### src/rtl/shift_pkg.sv
// Shared opcodes and FSM state encoding for the iterative shifter.
package shift_pkg;

    localparam logic [1:0] OP_SLL = 2'b00;
    localparam logic [1:0] OP_SRL = 2'b01;
    localparam logic [1:0] OP_SRA = 2'b10;
    localparam logic [1:0] OP_ROL = 2'b11;

    typedef enum logic {
        ST_IDLE  = 1'b0,
        ST_SHIFT = 1'b1
    } state_t;

endpackage

### src/rtl/shift_stage.sv
// One log2 stage: shift or rotate by 2^amt_sel, selected by op.
module shift_stage
    import shift_pkg::*;
#(
    parameter  int WIDTH = 32,
    localparam int SHW   = $clog2(WIDTH)
) (
    input  logic [WIDTH-1:0] a,
    input  logic [SHW-1:0]   amt_sel,
    input  logic [1:0]       op,
    output logic [WIDTH-1:0] y
);

    logic [SHW-1:0] s;
    logic [SHW:0]   rs;

    assign s  = SHW'(1) << amt_sel;
    assign rs = (SHW+1)'(WIDTH) - {1'b0, s};

    always_comb begin
        y = a;
        unique case (1'b1)
            op == OP_SLL: y = a << s;
            op == OP_SRL: y = a >> s;
            op == OP_SRA: y = $signed(a) >>> s;
            op == OP_ROL: y = (a << s) | (a >> rs);
            default:      y = a;
        endcase
    end

endmodule

### src/rtl/iter_shifter.sv
// Multi-cycle shifter: one binary-weighted stage per clock,
// optional early exit once no higher shift bits remain.
module iter_shifter
    import shift_pkg::*;
#(
    parameter  int WIDTH      = 32,
    parameter  bit EARLY_EXIT = 1'b0,
    localparam int SHW        = $clog2(WIDTH)
) (
    input  logic             clk,
    input  logic             rst,
    input  logic             in_en,
    input  logic [WIDTH-1:0] a,
    input  logic [SHW-1:0]   b,
    input  logic [1:0]       op,
    output logic             busy,
    output logic             out_en,
    output logic [WIDTH-1:0] out
);

    state_t           state, state_n;
    logic [WIDTH-1:0] a_r, a_n;
    logic [SHW-1:0]   b_r, b_n;
    logic [1:0]       op_r, op_n;
    logic [SHW-1:0]   stage, stage_n;
    logic [WIDTH-1:0] out_n;
    logic             out_en_n;

    logic [WIDTH-1:0] y;
    logic [WIDTH-1:0] step;
    logic [SHW-1:0]   hi_rem;
    logic             last;

    shift_stage #(.WIDTH(WIDTH)) u_stage (
        .a       (a_r),
        .amt_sel (stage),
        .op      (op_r),
        .y       (y)
    );

    assign step   = b_r[stage] ? y : a_r;
    // Shift-amount bits above the stage being processed now.
    assign hi_rem = (b_r >> stage) >> 1;
    assign last   = (stage == SHW'(SHW-1)) ||
                    (EARLY_EXIT && (hi_rem == '0));
    assign busy   = (state == ST_SHIFT);

    always_ff @(posedge clk or posedge rst) begin
        if (rst) begin
            state  <= ST_IDLE;
            a_r    <= '0;
            b_r    <= '0;
            op_r   <= '0;
            stage  <= '0;
            out    <= '0;
            out_en <= 1'b0;
        end else begin
            state  <= state_n;
            a_r    <= a_n;
            b_r    <= b_n;
            op_r   <= op_n;
            stage  <= stage_n;
            out    <= out_n;
            out_en <= out_en_n;
        end
    end

    always_comb begin
        state_n  = state;
        a_n      = a_r;
        b_n      = b_r;
        op_n     = op_r;
        stage_n  = stage;
        out_n    = out;
        out_en_n = 1'b0;
        unique case (state)
            ST_IDLE: begin
                if (in_en) begin
                    a_n     = a;
                    b_n     = b;
                    op_n    = op;
                    stage_n = '0;
                    state_n = ST_SHIFT;
                end
            end
            ST_SHIFT: begin
                a_n     = step;
                stage_n = stage + SHW'(1);
                if (last) begin
                    out_n    = step;
                    out_en_n = 1'b1;
                    stage_n  = '0;
                    state_n  = ST_IDLE;
                end
            end
            default: state_n = ST_IDLE;
        endcase
    end

endmodule
### config.mk
export PLATFORM = sky130hd
export DESIGN_NAME = iter_shifter
export DESIGN_NICKNAME = d
export VERILOG_FILES = /design/src/rtl/shift_pkg.sv /design/src/rtl/shift_stage.sv /design/src/rtl/iter_shifter.sv
export SDC_FILE = /design/constraint.sdc
export NUM_CORES = 1
export LEC_CHECK = 0
export BUFFER_PORTS_ARGS = -buffer_cell sky130_fd_sc_hd__buf_2
export CAP_MARGIN = 20
export CORE_ASPECT_RATIO = 0.5
export CORE_MARGIN = 2
export CORE_UTILIZATION = 34
export CTS_CLUSTER_SIZE = 12
export DETAILED_ROUTE_END_ITERATION = 7
export PLACE_DENSITY = 0.6
export SYNTH_ARGS = -nofsm -noshare
export SYNTH_HDL_FRONTEND = slang
export SYNTH_SLANG_ARGS = --single-unit
### constraint.sdc
create_clock -name clk -period 2.15 [get_ports clk]
set_clock_uncertainty 0.05 [all_clocks]
set_input_delay 0 -clock clk [delete_from_list [all_inputs] [get_ports clk]]
set_output_delay 0 -clock clk [all_outputs]
set_load 0.05 [all_outputs]
# Word-level counts from Yosys, hierarchy flattened
# Index checks and enable logic that the tools add are counted.
[totals]
mem_bits_ro = 0
word_cells = 39
n_memories = 0
output_inout_bits = 34
ramBits = 0
latchBits = 0
register_bits = 78
[op_classes]
n_lt_le_gt_ge = 1
shift = 5
div = 0
reduce_logical = 3
mul = 0
bitwise = 2
add_sub_neg = 2
n_eq_ne = 5
mux = 14
[op_table]
columns = ["op", "count"]
rows = [
  ["case mux 32 bit (4 select lines)", 1],
  ["two-way mux 32 bit", 2],
  ["case mux 32 bit (2 select lines)", 1],
  ["OR 32 bit", 1],
  ["<< shifter 32 x 5 -> 32 bit", 1],
  [">> shifter 32 x 5 -> 32 bit", 1],
  [">> shifter 32 x 6 -> 32 bit", 1],
  [">>> shifter 32 x 5 -> 32 bit", 1],
  ["two-way mux 5 bit", 2],
  ["case mux 5 bit (2 select lines)", 1],
  ["subtractor 6 x 5 -> 6 bit, first input constant", 1],
  ["adder 5 x 1 -> 5 bit, second input constant", 1],
  ["== test 5 x 3 -> 1 bit, second input constant", 1],
  ["less-than comparator 5 x 4 -> 1 bit, second input constant", 1],
  ["two-way mux 1 bit", 5],
  ["<< shifter 1 x 5 -> 5 bit, first input constant", 1],
  ["== test 2 bit, second input constant", 2],
  ["AND reduction 2 bit", 2],
  ["binary-select mux 1 bit (select 3 bit)", 1],
  ["== test 2 x 1 -> 1 bit, second input constant", 1],
  ["logical NOT 2 bit", 1],
  ["inequality test 2 bit, second input constant", 1],
  ["case mux 1 bit (2 select lines)", 1],
  ["inverter 1 bit", 1],
]

# Depth between registers and ports, before layout
[logic_depth]
word_depth = 7
mapped_depth = 11

# Cells and area by module
# A second synthesis with hierarchy kept.
[hier_totals]
cells_unflattened = 1121
area_unflattened_um2 = 8369.3
[by_module_without_submodules]
columns = ["mod", "cells_each", "seq_area_each_um2", "instances", "area_per_inst_um2"]
rows = [
  ["shift_stage", 740, 0.0, 1, 4591.9],
  ["iter_shifter", 381, 1951.9, 1, 3777.4],
]

# Worst setup path before layout
# Ideal clock, no wire load.
[synth_path]
kind = "reg-to-reg"
start = "register stage[0]"
end = "register out[0]"
stages_incl_launch_ff = 11
t_required_ns = 1.979
period_less_slack_ns = 2.358
t_arrival_ns = 2.187
slack_ns = -0.208
cell_sequence = "dfrtp_1 buf_2 buf_2 inv_1 clkbuf_1 ha_1 nand4_1 clkbuf_1 clkbuf_1 nor2_1 a22o_1"
[synth_via]
elab_chain_len = 6
elab_cells_between_ends = 13
[synth_rtl]
columns = ["element", "line", "text"]
rows = [
  ["start: declaration", "iter_shifter.sv:25", "logic [SHW-1:0] stage, stage_n;"],
  ["start signal: assignment", "iter_shifter.sv:62", "stage <= stage_n;"],
  ["<< shifter 1 x 5 -> 5 bit", "shift_stage.sv:17", "assign s = SHW'(1) << amt_sel;"],
  ["subtractor 6 x 5 -> 6 bit", "shift_stage.sv:18", "assign rs = (SHW+1)'(WIDTH) - {1'b0, s};"],
  [">> shifter 32 x 6 -> 32 bit", "shift_stage.sv:26", "op == OP_ROL: y = (a << s) | (a >> rs);"],
  ["OR 32 bit", "shift_stage.sv:26", ""],
  ["case mux 32 bit (4 select lines)", "shift_stage.sv:22", "unique case (1'b1)"],
  ["two-way mux 32 bit", "iter_shifter.sv:41", "assign step = b_r[stage] ? y : a_r;"],
  ["end signal: assignment", "iter_shifter.sv:63", "out <= out_n;"],
  ["end: declaration", "iter_shifter.sv:18", "output logic [WIDTH-1:0] out"],
]
# Several ways; a longest one is shown, not always the timed one. The select of a mux whose other input is x is not followed.
# A chain may end at the register's enable or synchronous reset.

# Worst setup path after layout
[layout_path]
start = "register stage[3]"
end = "register out[17]"
# Same word-level chain as after synthesis.

==> results.yml <==
critical_path:
  path_max_fanout: 9
  end_kind: "flop"
  critical_path_arrival_ns: 2.71
  cp_cell_sequence: "or4_4 > buf_6 > a21oi_4 > a221o_1 > a211oi_1 > a211oi_1 > buf_4 > buf_12 > o21ai_1"
  worstSetupPathType: "flop to flop"
  cp_common_cell: "a211oi_1"
  path_buf_inv: 3
  slowest_delay_ns: 0.64
  startpoint_type: "flop"
  required_ns: 2.35
  critPathTopFamily: "compound AO/OA/AOI/OAI gates"
  cp_slowest_cell: "or4_4"
synth:
  synth.top_cell.area_share: 0.284
  synth_top_family_by_area: "compound AO/OA/AOI/OAI gates"
  ys_warn_count: 0
  synthTopCellsByArea: "dfrtp_1, o21ai_0, a21oi_1"
  async_reset_ff_frac: 1.00
  synth_seq_cells: 78
  yosys.area.top_type: "dfrtp_1"
  avgSynthCellArea_um2: 7.40
  synth_fa_ha_area_frac: 0.00364
  synthMuxAreaShare: 0.0420
  ys.flop_type: "dfrtp_1"
  synth_common_cells: "nand2_1, o21ai_0, a21oi_1, nor2_1, dfrtp_1"
  synth_compound_area_frac: 0.369
  synth-edff-count: 0
  ys_seq_area_frac: 0.284
  synth-xor-area-share: 0.00255
  synthesis.nets: 973
  yosys.area_share.simple: 0.219
  syn_area_um2: 6880
  synth_cell_types: 79
  synth_most_common_cell: "nand2_1"
  syn_inst: 929
grt:
  grt_overflow_total: 0
  grt_max_degree: 45
  antenna_found_initial: 1
  grt_pass1_vias: 9327
  gr-usage-all-layers: 0.420
  grt_pass1_wl_mm: 64.4
clocking:
  tritoncts: "built"
  h-tree-depth: 3
  path_clk_slew_ns: 0.06
  numCtsBuffers: 9
  cts_buffer_depth: 2
  cts_sinks: 78
  cts_root_buf: "clkbuf_16"
  clock_latency_ns: 0.37
floorplanning:
  ios: 76
  core_um2: 19600
  num_rows: 36
  dieArea_um2: 21400
  start_util: 0.350
  fp.dieW_um: 205
  die_height_um: 105
timing:
  slew_headroom: 0.431
  final_hold_viol_count: 0
  post-route-period-util: 1.17
  rsz0062_at_grt: "yes"
  worst_pin_slew_ns: 0.853
  setup_viol: 63
  holdWs_ns: 0.0128
  layout_min_cycle_time_ns: 2.51
  fmax_mhz: 399
  finalSetupTns_ns: -14.58
  report.final.slew_viol_count: 0
  setup_slack_ns: -0.359
placed_design:
  gp_congestion: 1.05
  portBuffers: 75
  place_inst: 1455
  place_hpwl_mm: 34.4
final_layout:
  n_fill_cell: 1752
  fin_nets: 1324
  drive_gt1_frac: 0.488
  antenna_cells: 0
  final_cells: 1551
  syn_to_final_growth_pct: 74.4
  final_core_util: 0.611
route:
  routed_wl_mm: 45.7
  drc: 0
  routedWlPerCell_um: 29.5
  drt-initial-drc-count: 1519
  vias_per_cell: 6.44
  ant_nets: 0
  dr_total_vias: 9989
  dr.pass1.iters: 5
outcome:
  failed_checks: "negative setup slack"
  status: "complete, but fails checks"
hold_path:
  min_path_type: "input port to flop"
flow_run:
  max_cap_violations: 0
metrics by stage:
| stage | setup slack (ns) | area (um2) |
|---|---|---|
| final | -0.359 | 12000 |
| after global routing | -0.416 | 12000 |
| after CTS | -0.313 | 11300 |
| after detailed placement | -0.451 | 9780 |
| after global placement | -0.464 | 9780 |
| after floorplan | -0.0933 | 7040 |
path summary, 6_finish.rpt:
kind / from / to / slack [ns] / cells past startpoint
hold / removal: a[21] / a_r[21]$_DFFE_PP0P_ / 0.01 / 5
setup / recovery: stage[3]$_DFFE_PP0P_ / out[17]$_DFFE_PP0P_ / -0.36 / 9
hold reg to reg: out[7]$_DFFE_PP0P_ / out[7]$_DFFE_PP0P_ / 0.42 / 2
setup reg to reg: stage[3]$_DFFE_PP0P_ / out[17]$_DFFE_PP0P_ / -0.36 / 9
max in group asynchronous: rst / a_r[23]$_DFFE_PP0P_ / 1.11 / 4
min in group asynchronous: rst / out_en$_DFF_PP0_ / 0.25 / 3
flip-flops by register name, summed over array words and instances (netlist names):
register,cells
a_r,32
b_r,5
busy,1
op_r,2
out,32
out_en,1
stage,5
logic make-up (layout without fill, tap and decap cells):
logic type                 after synthesis  count (layout)
buffers and inverters                  124             480
adders and majority gates                2               2
DFF                                     78              78
and+or+nand+nor                        314             314
muxes                                   26              26
xor gates and xnor gates                 2               2
AOI/OAI and AO/OA                      383             383
worst min-delay path, cell delays in order:
cell and delay (ns):
buf_2 0.08, nor2_1 0.04, nand2_1 0.06, o21ai_0 0.09, a21oi_1 0.13
layer usage:
layer  global-route usage  vias to the layer above  share of wire
li1                     -                     4173              -
met4               0.0915                        2          0.022
met5                    0                        -        0.00028
met2                0.552                      795           0.38
met3                0.171                       95           0.17
met1                0.627                     4924           0.43
area by class of cell:
class / count / area, um2 / area share
clock buffers: 11 / 233 / 0.0194
clock inverters: 5 / 36.3 / 0.00302
inverters: 14 / 56.3 / 0.00469
multi-input cells: 727 / 5510 / 0.459
flip-flops and latches: 78 / 1960 / 0.163
well taps: 266 / 333 / 0.0277
repair buffers: 450 / 3870 / 0.323
cell usage in the layout, fill, tap and decap left out, drive strengths merged, types with 7 or more instances in the layout:
cell type / instances
a2111oi: 9
a211oi: 12
a21oi: 93
a221oi: 12
a311oi: 7
a31oi: 25
and3: 15
buf: 411
clkbuf: 12
dfrtp: 78
dlygate4sd3: 37
inv: 12
mux2: 13
mux2i: 12
nand2: 102
nand2b: 24
nand3: 19
nor2: 91
nor2b: 9
nor3: 15
nor4: 9
o211ai: 9
o21ai: 101
o221ai: 13
o22ai: 24
o31ai: 8
or3: 7
what timing repair did:
item | CTS | global route
pin swaps | 28 | 57
hold buffers | 37 | 0
cloned | 2 | 1
buffers inserted | 17 | 27
endpoints found under the setup margin | 64 | 64
gates resized for setup | 155 | 116
endpoints found under the hold margin | 79 | 0
Power is not shown: default switching activity piles up to over one toggle a cycle in this logic, so the estimate is an artifact.
